File: config.mk
export PLATFORM = sky130hd
export DESIGN_NAME = gcn_coo_aggregator
export DESIGN_NICKNAME = d
export VERILOG_FILES = /design/src/rtl/gcn_coo_aggregator.sv
export SDC_FILE = /design/constraint.sdc
export NUM_CORES = 1
export LEC_CHECK = 0
export ABC_AREA = 1
export BUFFER_PORTS_ARGS = -buffer_cell sky130_fd_sc_hd__buf_2
export CORE_ASPECT_RATIO = 0.8
export CORE_MARGIN = 1.5
export CORE_UTILIZATION = 50
export DETAILED_ROUTE_END_ITERATION = 7
export GPL_TIMING_DRIVEN = 0
export HOLD_SLACK_MARGIN = 0.1
export PLACE_DENSITY = 0.68
export RECOVER_POWER = 100
export REMOVE_ABC_BUFFERS = 1
export SLEW_MARGIN = 20
export SYNTH_ARGS = -nofsm -noshare
export SYNTH_HDL_FRONTEND = slang
export SYNTH_SLANG_ARGS = --single-unit
File: constraint.sdc
create_clock -name clk -period 4.14 [get_ports clk]
set_input_delay 0.207 -clock clk [delete_from_list [all_inputs] [get_ports clk]]
set_output_delay 0.207 -clock clk [all_outputs]
set_load 0.01 [all_outputs]
File: src/rtl/gcn_coo_aggregator.sv
`timescale 1ns/1ps
// GCN combination stage: accumulates ADJ x (FM x WM) by streaming COO edges,
// with optional self-loops, saturating or wrapping accumulate, and sticky error flags.
module gcn_coo_aggregator #(
    parameter int NUM_OF_NODES  = 6,
    parameter int MAX_EDGES     = 6,
    parameter int DOT_PROD_COLS = 3,
    parameter int IN_WIDTH      = 16,
    parameter int ACC_WIDTH     = 16,
    parameter int SELF_LOOP     = 0,
    parameter int SATURATE      = 1,
    parameter int COO_BW        = $clog2(MAX_EDGES),
    parameter int NODE_BW       = $clog2(NUM_OF_NODES)
) (
    input  logic                 clk,
    input  logic                 reset,
    input  logic                 start,
    input  logic [COO_BW:0]      num_edges,
    output logic [COO_BW-1:0]    coo_address,
    input  logic [NODE_BW-1:0]   coo_in [0:1],
    output logic [NODE_BW-1:0]   read_FM_WM_row,
    input  logic [IN_WIDTH-1:0]  FM_WM_Row [0:DOT_PROD_COLS-1],
    input  logic [NODE_BW-1:0]   read_row_ADJ_FM_WM,
    output logic [ACC_WIDTH-1:0] ADJ_FM_WM_Row [0:DOT_PROD_COLS-1],
    output logic                 busy,
    output logic                 done_comb,
    output logic                 overflow,
    output logic                 bad_index
);

    localparam int E_W   = COO_BW + 1;
    localparam int SUM_W = ACC_WIDTH + 1;
    localparam logic [E_W-1:0]     MAX_E     = E_W'(MAX_EDGES);
    localparam logic [NODE_BW:0]   N_LIM     = (NODE_BW + 1)'(NUM_OF_NODES);
    localparam logic [NODE_BW-1:0] LAST_NODE = NODE_BW'(NUM_OF_NODES - 1);

    typedef enum logic [2:0] {
        S_IDLE, S_CLEAR, S_LOOP, S_EDGE_A, S_EDGE_B, S_DONE
    } state_t;

    state_t               state_q, state_d;
    logic [E_W-1:0]       edge_q, edge_nxt, num_q;
    logic [NODE_BW-1:0]   node_q;
    logic [ACC_WIDTH-1:0] acc_q [NUM_OF_NODES][DOT_PROD_COLS];

    logic                 load, clear, acc_en, edge_adv, node_inc, set_bad, carry;
    logic [NODE_BW-1:0]   acc_row, src, dst;
    logic                 src_ok, dst_ok, rd_ok;
    state_t               adv_state;
    logic [SUM_W-1:0]     sum     [DOT_PROD_COLS];
    logic [ACC_WIDTH-1:0] new_val [DOT_PROD_COLS];

    assign src       = coo_in[0];
    assign dst       = coo_in[1];
    assign src_ok    = {1'b0, src} < N_LIM;
    assign dst_ok    = {1'b0, dst} < N_LIM;
    assign edge_nxt  = edge_q + E_W'(1);
    assign adv_state = (edge_nxt == num_q) ? S_DONE : S_EDGE_A;
    assign busy      = (state_q == S_CLEAR) || (state_q == S_LOOP) ||
                       (state_q == S_EDGE_A) || (state_q == S_EDGE_B);
    assign done_comb = (state_q == S_DONE);

    // NOTE: every signal written here gets a default first, so no latch is inferred.
    always_comb begin
        state_d        = state_q;
        coo_address    = '0;
        read_FM_WM_row = '0;
        load           = 1'b0;
        clear          = 1'b0;
        acc_en         = 1'b0;
        acc_row        = '0;
        edge_adv       = 1'b0;
        node_inc       = 1'b0;
        set_bad        = 1'b0;
        case (state_q)
            S_IDLE, S_DONE: begin
                if (start) begin
                    state_d = S_CLEAR;
                    load    = 1'b1;
                end
            end
            S_CLEAR: begin
                clear = 1'b1;
                if (num_q == '0)         state_d = (SELF_LOOP != 0) ? S_LOOP : S_DONE;
                else if (SELF_LOOP != 0) state_d = S_LOOP;
                else                     state_d = S_EDGE_A;
            end
            S_LOOP: begin
                read_FM_WM_row = node_q;
                acc_en         = 1'b1;
                acc_row        = node_q;
                node_inc       = 1'b1;
                if (node_q == LAST_NODE) state_d = (num_q == '0) ? S_DONE : S_EDGE_A;
            end
            S_EDGE_A: begin
                coo_address    = edge_q[COO_BW-1:0];
                read_FM_WM_row = src;
                if (!(src_ok && dst_ok)) begin
                    set_bad  = 1'b1;
                    edge_adv = 1'b1;
                    state_d  = adv_state;
                end else begin
                    acc_en  = 1'b1;
                    acc_row = dst;
                    if (src == dst) begin
                        edge_adv = 1'b1;
                        state_d  = adv_state;
                    end else begin
                        state_d = S_EDGE_B;
                    end
                end
            end
            S_EDGE_B: begin
                coo_address    = edge_q[COO_BW-1:0];
                read_FM_WM_row = dst;
                acc_en         = 1'b1;
                acc_row        = src;
                edge_adv       = 1'b1;
                state_d        = adv_state;
            end
            default: state_d = S_IDLE;
        endcase
    end

    // Zero-extend into one spare bit; the carry decides clamp or wrap.
    always_comb begin
        carry = 1'b0;
        for (int c = 0; c < DOT_PROD_COLS; c++) begin
            sum[c]     = {1'b0, acc_q[acc_row][c]} + SUM_W'(FM_WM_Row[c]);
            carry      = carry | sum[c][ACC_WIDTH];
            new_val[c] = (sum[c][ACC_WIDTH] && (SATURATE != 0)) ? '1 : sum[c][ACC_WIDTH-1:0];
        end
    end

    // NOTE: sequential state uses non-blocking assignments only; the accumulator
    // array is reset as well, since readback must show zeros right after a reset.
    always_ff @(posedge clk or negedge reset) begin
        if (!reset) begin
            state_q   <= S_IDLE;
            edge_q    <= '0;
            num_q     <= '0;
            node_q    <= '0;
            overflow  <= 1'b0;
            bad_index <= 1'b0;
            for (int r = 0; r < NUM_OF_NODES; r++)
                for (int c = 0; c < DOT_PROD_COLS; c++)
                    acc_q[r][c] <= '0;
        end else begin
            state_q <= state_d;
            if (load) num_q <= (num_edges > MAX_E) ? MAX_E : num_edges;
            if (clear) begin
                edge_q    <= '0;
                node_q    <= '0;
                overflow  <= 1'b0;
                bad_index <= 1'b0;
                for (int r = 0; r < NUM_OF_NODES; r++)
                    for (int c = 0; c < DOT_PROD_COLS; c++)
                        acc_q[r][c] <= '0;
            end
            if (node_inc) node_q <= node_q + NODE_BW'(1);
            if (edge_adv) edge_q <= edge_nxt;
            if (acc_en) begin
                for (int c = 0; c < DOT_PROD_COLS; c++)
                    acc_q[acc_row][c] <= new_val[c];
                if (carry) overflow <= 1'b1;
            end
            if (set_bad) bad_index <= 1'b1;
        end
    end

    assign rd_ok = {1'b0, read_row_ADJ_FM_WM} < N_LIM;

    always_comb begin
        for (int c = 0; c < DOT_PROD_COLS; c++)
            ADJ_FM_WM_Row[c] = rd_ok ? acc_q[read_row_ADJ_FM_WM][c] : '0;
    end

endmodule

==> results of run 1 <==
critical path: cells and delay by family:
kind	cells	cell delay [ns]
AOI/OAI and AO/OA	4	0.63
buffers and inverters	4	2.81
and+or+nand+nor	1	0.07
path summary, 6_finish.rpt:
kind                                   startpoint  cells past startpoint               endpoint  slack (ns)
setup / recovery            read_row_ADJ_FM_WM[1]                      9       ADJ_FM_WM_Row[9]        0.14
hold / removal                       FM_WM_Row[0]                      4   acc_q[144]$_DFF_PN0_        0.11
setup reg to reg           state_q[2]$_DFFE_PN0P_                     25   acc_q[219]$_DFF_PN0_        0.17
hold reg to reg             bad_index$_DFFE_PN0P_                      2  bad_index$_DFFE_PN0P_        0.49
max in group asynchronous                   reset                      4   acc_q[154]$_DFF_PN0_        0.86
min in group asynchronous                   reset                      2   acc_q[259]$_DFF_PN0_        0.78
kinds of logic after synthesis:
group	after synthesis
adders and majority gates	54
xor gates and xnor gates	26
DFF	304
buffers and inverters	713
AOI/OAI and AO/OA	534
and+or+nand+nor	1762
synth_stat cells, drive strengths merged, types with 3 or more instances:
library cell	number	share of area, %
nor3	5	0.11
xnor2	10	0.40
dfrtp	304	35
o211ai	48	1.7
nand3	456	11
and2	8	0.23
xor2	16	0.64
o21ai	392	9.0
ha	51	2.9
buf	100	2.2
clkinv	3	0.052
a21oi	90	2.1
fa	3	0.28
nand4	139	4.0
inv	488	8.4
clkbuf	122	2.1
nor2	111	2.1
nand2	1039	18
cell usage in the layout, fill, tap and decap left out, types with 16 or more instances in the layout:
cell / count
nand2_1: 1028
inv_1: 474
nand3_1: 425
o21ai_0: 382
dfrtp_1: 301
nand4_1: 137
a21oi_1: 87
nor2_1: 82
buf_2: 69
clkbuf_1: 64
o211ai_1: 48
ha_1: 47
clkbuf_16: 42
buf_4: 24
nand3_4: 21
nor2_2: 16
xor2_1: 16
metrics by stage:
stage	cells	instance area [µm²]
after floorplan	3171	20900
after global placement	3852	22200
after detailed placement	3882	23000
after CTS	3980	24900
after global routing	3996	25100
final	3996	25100
state kept, by name (all words and copies together) (netlist names):
register and flops:
state_q 3, overflow 1, acc_q 288, bad_index 1
num_q 4, edge_q 4, node_q 3
where the power goes:
group	switching, mW	internal, mW	total [mW]	leakage (nW)
clock	1.37	1.92	3.29	0.582
combinational	9.97	4.58	14.6	8.28
sequential	0.578	3.88	4.46	4.10
routing by layer:
metal / global-route usage, % / vias to the layer above
met5: 0 / -
met1: 44.4 / 10800
met3: 5.73 / 207
li1: - / 11000
met2: 51.7 / 1173
met4: 12.9 / 0
layout make-up:
class	instances	area, µm²	area share [%]
diodes	1	2.50	0.00997
clock buffers	61	1130	4.49
clock inverters	5	65.1	0.259
inverters	491	1940	7.74
multi-input cells	2384	12000	47.8
flip-flops and latches	304	7610	30.3
well taps	560	701	2.79
repair buffers	189	1650	6.59
repair inverters	1	8.76	0.0349
repair_timing:
action                                  in CTS  in global routing
gates cloned                                10                  6
buffers inserted                            15                  9
gates resized for setup                     76                 62
hold buffers                                 7                  0
endpoints found under the hold margin       83                  0
pin swaps                                    9                 10
endpoints found under the setup margin     289                289
==> out/metrics.yaml, run 1 <==
antenna_found_initial: 1
start_util_pct: 50.6
maxSlewViolCount: 191
synth_edf_count: 0
numCtsBuffers: 37
fin_skew_ns: 0.0160
timing.final.crit_share_pct: 96.5
crit_path_max_incr_delay_ns: 1.20
vias: 23200
synthSimpleGateAreaFrac_pct: 35.3
setup_viol: 0
wl_met1_um: 31100
utilization_pct: 58.2
dr_wl_met2_um: 33100
grt_max_degree: 141
post-place-ws_ns: -2.07
cts.path.max_buffers: 3
synth_top_family_by_area: "simple AND/OR/NAND/NOR gates"
wl_per_cell_um: 18.7
async_reset_ff_share_pct: 100
place_hpwl_um: 41800
wl_um: 74600
synth_xor_xnor_area_share_pct: 1.04
ys_ff_latch: 304
syn_avg_cell_area_um2: 6.43
vias_per_cell: 5.81
synth-compound-area-share_pct: 12.9
nets: 3526
die_h_um: 190
failed_checks: "capacitance limit, slew limit"
crit_slowest_cell: "clkinvlp_4"
synth_cell_types: 39
path_class: "in2out"
grt.overflow.total: 0
final.min_clock_period_ns: 4.00
routabilityCongestion: 0.887
clock_sinks: 304
die_area_um2: 44900
max_freq_mhz: 250
syn_inst: 3393
drive_gt1_share_pct: 8.65
endpoint_kind: "output pin"
root_buffer: "clkbuf_16"
clock_latency_ns: 0.55
run_status: "finished, violations left"
synth_ff_type: "dfrtp_1"
slew_headroom_pct: -35.2
io_buffers: 121
num-fill-cells: 4037
core_area_um2: 43100
leakagePower_nw: 13.0
hold-worst-slack_ns: 0.115
drc_errors: 0
fin_tns_setup_ns: 0
crit_top_cell: "o21ai_0"
final_antenna_net_count: 0
arrival_ns: 3.79
path_max_fanout: 52
cap_violations: 3
cts_tree: "built"
hp-class: "in2reg"
ys_seq_area_share_pct: 34.9
syn_area_um2: 21800
p_per_area_nw_per_um2: 889
die_x_um: 237
path_cells: "buf_4 -> clkinvlp_4 -> buf_4 -> a21oi_1 -> o21ai_0 -> o21ai_0 -> nand2_1 -> o21ai_0 -> clkbuf_1"
start_kind: "input port"
synth-adder-area-share_pct: 3.20
first_iter_violations: 2568
syn_to_final_growth_pct: 15.0
ios: 122
worstMarginPinSlew_ns: 2.03
power.ir.vdd_worst_uv: 603
cp.required_ns: 3.93
hold_violations: 0
clock_tree.htree_level_count: 2
power_mw: 22.3
rows: 68
top_layer: "met4"
grt_pass1_vias: 21600
grt_pass1_wl_um: 117000
track_usage_pct: 32.6
yosysWarnings: 0
wl_met3_um: 7720
synthMuxAreaShare_pct: 0
worst_slack_ns: 0.144
path_clk_slew_ns: 0.06
first_pass_iters: 6
Power figures use the tool's default switching activity.
==> inputs of run 2 (changes only) <==
==> constraint.sdc (replaced) <==
create_clock -name clk -period 4.14 [get_ports clk]
set_input_delay 0.828 -clock clk [delete_from_list [all_inputs] [get_ports clk]]
set_output_delay 0.828 -clock clk [all_outputs]
set_load 0.01 [all_outputs]
==> run 2 against run 1 <==
Against the previous run:
- critical path type is now reg2reg
- worst setup slack improved by 0.045 ns
- power barely moved
- clock skew fell by 0.0031 ns
- the run still ends with capacitance limit, slew limit left
- largest power group unchanged
- wire length fell by 0.31%
- critical path depth rose by 16
==> out/metrics.yaml, run 2 (synthesis results as in run 1) <==
slew_headroom_pct: -36.7  # -1.5 points
wl_um: 74400  # -0.31%
intPower_mw: 10.4  # about the same
start_kind: "register"
antenna_found_initial: 1  # unchanged
cap_violations: 3  # unchanged
clock_sinks: 304  # unchanged
max_flop_register: "acc_q"
fin_skew_ns: 0.0130  # -0.00306 ns
grt_pass1_wl_um: 117000  # -0.11%
wl_per_cell_um: 18.7  # about the same
run_status: "finished, violations left"
syn_to_final_growth_pct: 15.0  # about the same
maxSlewViolCount: 209  # +9.4%
routabilityCongestion: 0.887  # unchanged
io_buffers: 121  # unchanged
drc_errors: 0  # unchanged
final_cell_mix: "nand2_1 (1,028), inv_1 (474), nand3_1 (426)"
hold_buffers: 0  # -7
cts_tree: "built"
power.ir.vdd_worst_uv: 604  # +0.15%
cp.required_ns: 4.62  # +0.69 ns
setup_viol: 0  # unchanged
crit_top_cell: "nand2_1"
first_pass_iters: 7  # +1
grt_max_degree: 141  # unchanged
die_area_um2: 44900  # unchanged
grt_pass1_vias: 21600  # -0.097%
p_switching_mw: 11.9  # -0.10%
crit_slowest_cell: "fa_1"
crit_path_max_incr_delay_ns: 0.43  # -0.77 ns
vias_per_cell: 5.82  # +0.18%
grt.overflow.total: 0  # unchanged
start_util_pct: 50.6  # unchanged
max_freq_mhz: 253  # +1.1%
track_usage_pct: 32.6  # about the same
dp_cells: 3882  # unchanged
path_clk_slew_ns: 0.06  # about the same
cts.path.max_buffers: 3  # unchanged
hp-class: "reg2reg"
power_frac_clock_pct: 14.7  # about the same
root_buffer: "clkbuf_16"
clock_tree.htree_level_count: 2  # unchanged
hold_violations: 0  # unchanged
p_sw_share_pct: 53.4  # about the same
largest_reg_flops: 288  # unchanged
clock_latency_ns: 0.55  # about the same
arrival_ns: 4.43  # +0.64 ns
final_antenna_net_count: 0  # unchanged
die_h_um: 190  # unchanged
worstMarginPinSlew_ns: 2.05  # +0.0224 ns
hold_path.startpoint: "bad_index$_DFFE_PN0P_"
power_frac_seq_pct: 20.0  # about the same
path_max_fanout: 42  # -19%
vias: 23200  # -0.043%
hold-worst-slack_ns: 0.487  # +0.372 ns
startpoint: "state_q[2]$_DFFE_PN0P_"
final_common_cell: "nand2_1"
numCtsBuffers: 37  # unchanged
instances_no_fill: 3987  # -0.23%
reg_top3: "acc_q x288, edge_q x4, num_q x4"
failed_checks: "capacitance limit, slew limit"
regToRegStartpoint: "state_q[2]$_DFFE_PN0P_"
die_x_um: 237  # unchanged
ios: 122  # unchanged
comb_power_share_pct: 65.3  # about the same
endpoint_kind: "register"
first_iter_violations: 2659  # +3.5%
rows: 68  # unchanged
drive_gt1_share_pct: 9.95  # +1.3 points
nets: 3517  # -0.26%
place_hpwl_um: 41800  # unchanged
p_per_area_nw_per_um2: 888  # about the same
core_area_um2: 43100  # unchanged
leakagePower_nw: 13.1  # +1.2%
final.min_clock_period_ns: 3.95  # -0.0447 ns
path_class: "reg2reg"
timing.final.crit_share_pct: 95.4  # -1.1 points
==> run 2: final cells by class <==
class	count	area, µm²
Timing Repair Buffer	180	1640
Multi-Input combinational cell	2384	12000
Clock buffer	61	1130
Clock inverter	5	65.1
Inverter	491	1950
Tap cell	560	701
Sequential cell	304	7610
Antenna cell	1	2.50
Timing Repair inverter	1	8.76
Fill cell	4017	18000
==> run 2: final timing paths <==
check	endpoint	slack, ns	depth (start not counted)
setup / recovery	acc_q[219]$_DFF_PN0_	0.19	25
hold / removal	bad_index$_DFFE_PN0P_	0.49	2
setup reg to reg	acc_q[219]$_DFF_PN0_	0.19	25
hold reg to reg	bad_index$_DFFE_PN0P_	0.49	2
max in group asynchronous	acc_q[199]$_DFF_PN0_	0.71	3
min in group asynchronous	acc_q[22]$_DFF_PN0_	0.86	1
==> run 2: what timing repair did <==
action,CTS,global route
pin swaps,9,10
gates resized for setup,77,57
buffers inserted,15,7
endpoints found under the setup margin,291,290
cloned,10,6
==> run 2: per-layer routing <==
layer  up-vias  share of wire (%)  routed length, µm  global-route usage, %
met5         -                  0                  0                      0
met4         0                3.4               2530                   12.7
met3       205                 10               7740                   5.75
met2      1191                 44              33000                   51.6
met1     10800                 42              31100                   44.5
li1      11000                  -                  -                      -
==> run 2: critical path, delay by kind of cell (launching register included) <==
kind | cells | cell delay [ns]
adder cells (fa/ha/maj) | 2 | 0.66
buffers and inverters | 8 | 1.08
flip-flops | 1 | 0.42
AND/OR/NAND/NOR | 15 | 1.68
==> run 2: power groups by stage <==
stage,Sequential (mW),Combinational (mW),Clock [mW]
4_1_cts,4.44,13.7,3.30
6_report,4.46,14.6,3.28
3_5_place_dp,4.49,12.7,0
5_1_grt,4.57,16.1,3.44
3_3_place_gp,4.54,11.7,0
2_1_floorplan,4.44,8.64,0
==> run 2: through the flow <==
stage	area (µm²)	power, mW	util [%]	TNS [ns]	worst slack [ns]
CTS	24800	21.4	57.5	0	0.00551
floorplan	20900	13.1	-	-635.78	-2.70
global placement	22200	16.2	51.4	-3114.25	-6.35
global route	25100	24.1	58.2	-0.310	-0.0334
detailed placement	23000	17.2	53.3	-598.37	-2.42
finish	25100	22.3	58.2	0	0.189
